--- config.mk ---
export PLATFORM = sky130hd
export DESIGN_NAME = pwm_gate_monitor
export DESIGN_NICKNAME = d
export VERILOG_FILES = /design/src/rtl/pwm_gate_monitor.sv
export SDC_FILE = /design/constraint.sdc
export NUM_CORES = 1
export LEC_CHECK = 0
export ABC_AREA = 1
export BUFFER_PORTS_ARGS = -buffer_cell sky130_fd_sc_hd__buf_2
export CORE_ASPECT_RATIO = 1.25
export CORE_MARGIN = 1.5
export CORE_UTILIZATION = 35
export CTS_CLUSTER_SIZE = 12
export DETAILED_ROUTE_END_ITERATION = 10
export PLACE_DENSITY = 0.6
export SKIP_CTS_REPAIR_TIMING = 1
export SLEW_MARGIN = 20
export SYNTH_ARGS = -nofsm -noshare
export SYNTH_HDL_FRONTEND = slang
export SYNTH_SLANG_ARGS = --single-unit
--- constraint.sdc ---
create_clock -name CLK100MHZ -period 2.65 [get_ports CLK100MHZ]
set_clock_uncertainty 0.15 [all_clocks]
set_input_delay 0.265 -clock CLK100MHZ [delete_from_list [all_inputs] [get_ports CLK100MHZ]]
set_output_delay 0.265 -clock CLK100MHZ [all_outputs]
set_load 0.005 [all_outputs]
--- src/rtl/pwm_gate_monitor.sv ---
// PWM gate monitor: synchronizes the high/low gate drives, measures the gate_hi period,
// high time and dead time, flags stalled PWM and latches shoot-through faults.
module pwm_gate_monitor #(
    parameter int CNT_W       = 16,
    parameter int SYNC_STAGES = 2,
    parameter int FAULT_CYC   = 2
) (
    input  logic             CLK100MHZ,
    input  logic             CPU_RESETN,
    input  logic             gate_hi,
    input  logic             gate_lo,
    input  logic             fault_clr,
    output logic [CNT_W-1:0] period,
    output logic [CNT_W-1:0] high_time,
    output logic [CNT_W-1:0] dead_time,
    output logic             meas_valid,
    output logic             stalled,
    output logic             fault,
    output logic             state_dbg
);

    // meas_valid is a one-cycle pulse with no ready: consumers must take period,
    // high_time and dead_time in that cycle; the values then hold until the next pulse.

    localparam int OV_W = $clog2(FAULT_CYC + 1);
    localparam logic [CNT_W-1:0] CNT_MAX = '1;
    localparam logic [CNT_W-1:0] CNT_ONE = CNT_W'(1);
    localparam logic [OV_W-1:0]  OV_LIM  = OV_W'(FAULT_CYC);

    typedef enum logic {
        IDLE = 1'b0,
        MEAS = 1'b1
    } state_t;

    state_t                 state;
    logic [SYNC_STAGES-1:0] hs_sync;
    logic [SYNC_STAGES-1:0] ls_sync;
    logic                   hs;
    logic                   ls;
    logic                   hs_d;
    logic                   rise;
    logic [CNT_W-1:0]       per_cnt;
    logic [CNT_W-1:0]       hi_acc;
    logic [CNT_W-1:0]       dead_acc;
    logic [OV_W-1:0]        ov_cnt;

    function automatic logic [CNT_W-1:0] sat_inc(input logic [CNT_W-1:0] v, input logic en);
        return (en && (v != CNT_MAX)) ? v + CNT_ONE : v;
    endfunction

    assign hs        = hs_sync[SYNC_STAGES-1];
    assign ls        = ls_sync[SYNC_STAGES-1];
    assign rise      = hs & ~hs_d;
    assign state_dbg = (state == MEAS);

    always_ff @(posedge CLK100MHZ or negedge CPU_RESETN) begin
        if (!CPU_RESETN) begin
            hs_sync <= '0;
            ls_sync <= '0;
            hs_d    <= 1'b0;
        end else begin
            hs_sync <= {hs_sync[SYNC_STAGES-2:0], gate_hi};
            ls_sync <= {ls_sync[SYNC_STAGES-2:0], gate_lo};
            hs_d    <= hs;
        end
    end

    // Shoot-through: fault is raised from the registered run length, so it lands one
    // cycle after the run reaches FAULT_CYC; a coinciding clear loses to the set.
    always_ff @(posedge CLK100MHZ or negedge CPU_RESETN) begin
        if (!CPU_RESETN) begin
            ov_cnt <= '0;
            fault  <= 1'b0;
        end else begin
            if (hs && ls) begin
                if (ov_cnt != OV_LIM) ov_cnt <= ov_cnt + OV_W'(1);
            end else begin
                ov_cnt <= '0;
            end
            if (ov_cnt == OV_LIM) fault <= 1'b1;
            else if (fault_clr)   fault <= 1'b0;
        end
    end

    always_ff @(posedge CLK100MHZ or negedge CPU_RESETN) begin
        if (!CPU_RESETN) begin
            state      <= IDLE;
            per_cnt    <= '0;
            hi_acc     <= '0;
            dead_acc   <= '0;
            period     <= '0;
            high_time  <= '0;
            dead_time  <= '0;
            meas_valid <= 1'b0;
            stalled    <= 1'b0;
        end else begin
            meas_valid <= 1'b0;
            case (state)
                IDLE: begin
                    if (rise) begin
                        state    <= MEAS;
                        per_cnt  <= CNT_ONE;
                        hi_acc   <= CNT_ONE;
                        dead_acc <= '0;
                    end
                end
                MEAS: begin
                    if (rise) begin
                        period     <= per_cnt;
                        high_time  <= hi_acc;
                        dead_time  <= dead_acc;
                        meas_valid <= 1'b1;
                        stalled    <= 1'b0;
                        per_cnt    <= CNT_ONE;
                        hi_acc     <= CNT_ONE;
                        dead_acc   <= '0;
                    end else if (per_cnt == CNT_MAX) begin
                        // No edge for a full counter span: give up and wait to re-arm.
                        stalled <= 1'b1;
                        state   <= IDLE;
                    end else begin
                        per_cnt  <= sat_inc(per_cnt, 1'b1);
                        hi_acc   <= sat_inc(hi_acc, hs);
                        dead_acc <= sat_inc(dead_acc, ~hs & ~ls);
                    end
                end
                default: state <= IDLE;
            endcase
        end
    end

endmodule

==> impl_metrics.tcl <==
set metrics [dict create \
    status "finished, final reports clean" \
    cpPeakStageDelay_ns 0.40 \
    synth_seq_cells 107 \
    pre_cts_ws_ns 0.626 \
    syn_inst 683 \
    hp-class "flop to flop" \
    rsz0062_at_grt "false" \
    ys_seq_area_share_pct 50.4 \
    finalHoldViolCount 0 \
    die_h_um 141 \
    wl_met2_mm 5.71 \
    insertion_delay_ns 0.36 \
    synth_cell_types 34 \
    cp-start-kind "flop" \
    yosys_warnings 0 \
    start_util_pct 35.6 \
    drtPass1Iterations 4 \
    tns_ns 0 \
    worstPathArrival_ns 2.12 \
    multiInputGateArea_sq_um 2260 \
    grt_pass1_wl_mm 20.8 \
    place.gp.congestion 0.861 \
    die_x_um 113 \
    clock.fmax_ghz 0.497 \
    grt.total_usage_pct 16.3 \
    io-pin-count 57 \
    wl_per_cell_um 13.2 \
    clk_pin_slew_ns 0.07 \
    row_count 50 \
    fin_crit_sh_pct 75.9 \
    drt-total-wl_mm 12.2 \
    crit_required_ns 2.76 \
    critPathSlowestCell "dfrtp_1" \
    finalSetupViolCount 0 \
    fin_crit_ns 2.01 \
    top_layer "met4" \
    die_area_sq_um 15900 \
    place_inst 905 \
    coreArea_sq_um 14900 \
    power-per-cell-area_nw_per_um2 620 \
    antenna_cells 0 \
    drive_gt1_share_pct 14.8 \
    io_buffers 56 \
    irDropWorstVdd_mv 0.294 \
    cts-buffers-inserted 9 \
    ff2ff_path_depth 10 \
    worstMarginPinSlew_ns 0.569 \
    antenna_found_initial 0 \
    drtAntennaViolNets 0 \
    worst_slack_ns 0.638 \
    clk_path_buf_depth 2 \
    endpoint_kind "flop" \
    path_class "flop to flop" \
    grt_max_degree 71 \
    slew_headroom_pct 62.0 \
    overflow 0 \
    n_fill_cell 1558 \
    cap_viol_max_count 0 \
    grt_pass1_vias 4234 \
    fin_cells 925 \
    whs_path_depth 0 \
    path_common_cell "nand2_1" \
    wl_met3_um 486 \
    num_vias 4410 \
    syn_nets 692 \
    regArea_sq_um 2680 \
    area_growth_pct 14.9 \
    clock-sinks 107 \
    worstPathCellList "ha_1, nand2_1, nor2_2, nand2_2, nor2_4, nand2_2, nand3_4, nand2_4, nand2_1, nand2_1" \
    wl_met1_mm 5.71 \
    critPathMaxFanout 18 \
    drcViolationCount 0 \
    leakage_nw 3.08 \
    clockRootBuffer "clkbuf_16" \
    synth_area_sq_um 5310 \
    cts_tree "yes" \
    fin_nets 747 \
    drtIter0Drc 197 \
    drv_slew 0 \
    vias_per_cell 4.77 \
    synth.avg_cell_area_sq_um 7.77 \
    place_hpwl_mm 8.27 \
    htreeDepth 3 \
]
## routing by layer
| metal | GRT usage, % | vias up |
|---|---|---|
| met1 | 21.9 | 2049 |
| met5 | 0 | - |
| met2 | 26.1 | 75 |
| met4 | 5.86 | 0 |
| li1 | - | 2266 |
| met3 | 3.61 | 20 |
## per-stage QoR
step	power (mW)	utilization, %	hold slack (ns)	cell area [sq um]
2_1_floorplan	2.19	-	-0.181	5310
3_3_place_gp	2.38	38.6	0.115	5750
3_5_place_dp	2.38	38.6	0.123	5750
4_1_cts	3.83	40.7	-0.264	6060
5_1_grt	3.97	40.9	0.209	6100
6_report	3.78	40.9	0.199	6100
## flip-flops by register name, summed over array words and instances, names as in the netlist, 2 cells and up
| signal | count |
|---|---|
| dead_acc | 16 |
| dead_time | 16 |
| hi_acc | 16 |
| high_time | 16 |
| per_cnt | 16 |
| period | 16 |
| hs_sync | 2 |
| ls_sync | 2 |
| ov_cnt | 2 |
## final timing paths
check                            from  slack (ns)           end
setup reg to reg           per_cnt[1]        0.64   dead_acc[8]
hold reg to reg            ls_sync[0]        0.20    ls_sync[1]
max in group asynchronous  CPU_RESETN        1.32    hi_acc[14]
setup / recovery           per_cnt[1]        0.64   dead_acc[8]
min in group asynchronous  CPU_RESETN        0.26  dead_time[2]
hold / removal             ls_sync[0]        0.20    ls_sync[1]
## synthesized netlist by cell type, drive strengths merged
cell	instances	area [sq um]
nand2	261	1020
dfrtp	107	2680
nor2	74	303
o21ai	69	379
inv	61	231
nand3	42	240
buf	12	96.3
nand4	12	75.1
clkbuf	11	41.3
a21oi	9	45.0
nor3	9	50.1
xor2	7	61.3
ha	4	50.1
a31oi	1	6.26
nor3b	1	7.51
o2111ai	1	8.76
o21a	1	7.51
or2	1	6.26
## cells by family (layout without fill, tap and decap cells)
group / count (synthesis) / in the layout / share of synthesized area [%]
AOI/OAI and AO/OA: 81 / 81 / 8.42
xor gates and xnor gates: 7 / 7 / 1.16
adders and majority gates: 4 / 4 / 0.943
buffers and inverters: 84 / 144 / 6.95
DFF: 107 / 107 / 50.4
and+or+nand+nor: 400 / 400 / 32.1
## cell usage in the layout, fill, tap and decap left out, drive strengths merged, types with 4 or more instances in the layout
cell type	Yosys	routed
nand3	42	42
nor2	74	74
nand2	261	261
inv	61	61
nand4	12	12
a21oi	9	9
ha	4	4
o21ai	69	69
xor2	7	7
buf	12	63
clkbuf	11	11
dlygate4sd3	0	4
dfrtp	107	107
nor3	9	9
## area by class of cell
| type | instances | area share, % |
|---|---|---|
| Tap cell | 182 | 3.74 |
| Timing Repair Buffer | 67 | 6.36 |
| Clock inverter | 5 | 1.27 |
| Clock buffer | 11 | 3.82 |
| Sequential cell | 107 | 43.9 |
| Inverter | 61 | 3.80 |
| Multi-Input combinational cell | 492 | 37.1 |
## critical path, delay by kind of cell, from the launching register on
kind | cells | cell delay (ns)
adder cells (fa/ha/maj) | 1 | 0.18
flip-flops | 1 | 0.40
AND/OR/NAND/NOR | 9 | 1.16
## where the power goes
part	total, mW	switching, mW	internal, mW
Clock	1.43	0.607	0.826
Sequential	1.88	0.113	1.77
Combinational	0.466	0.291	0.176
Total	3.78	1.01	2.77
Power figures use the tool's default switching activity.
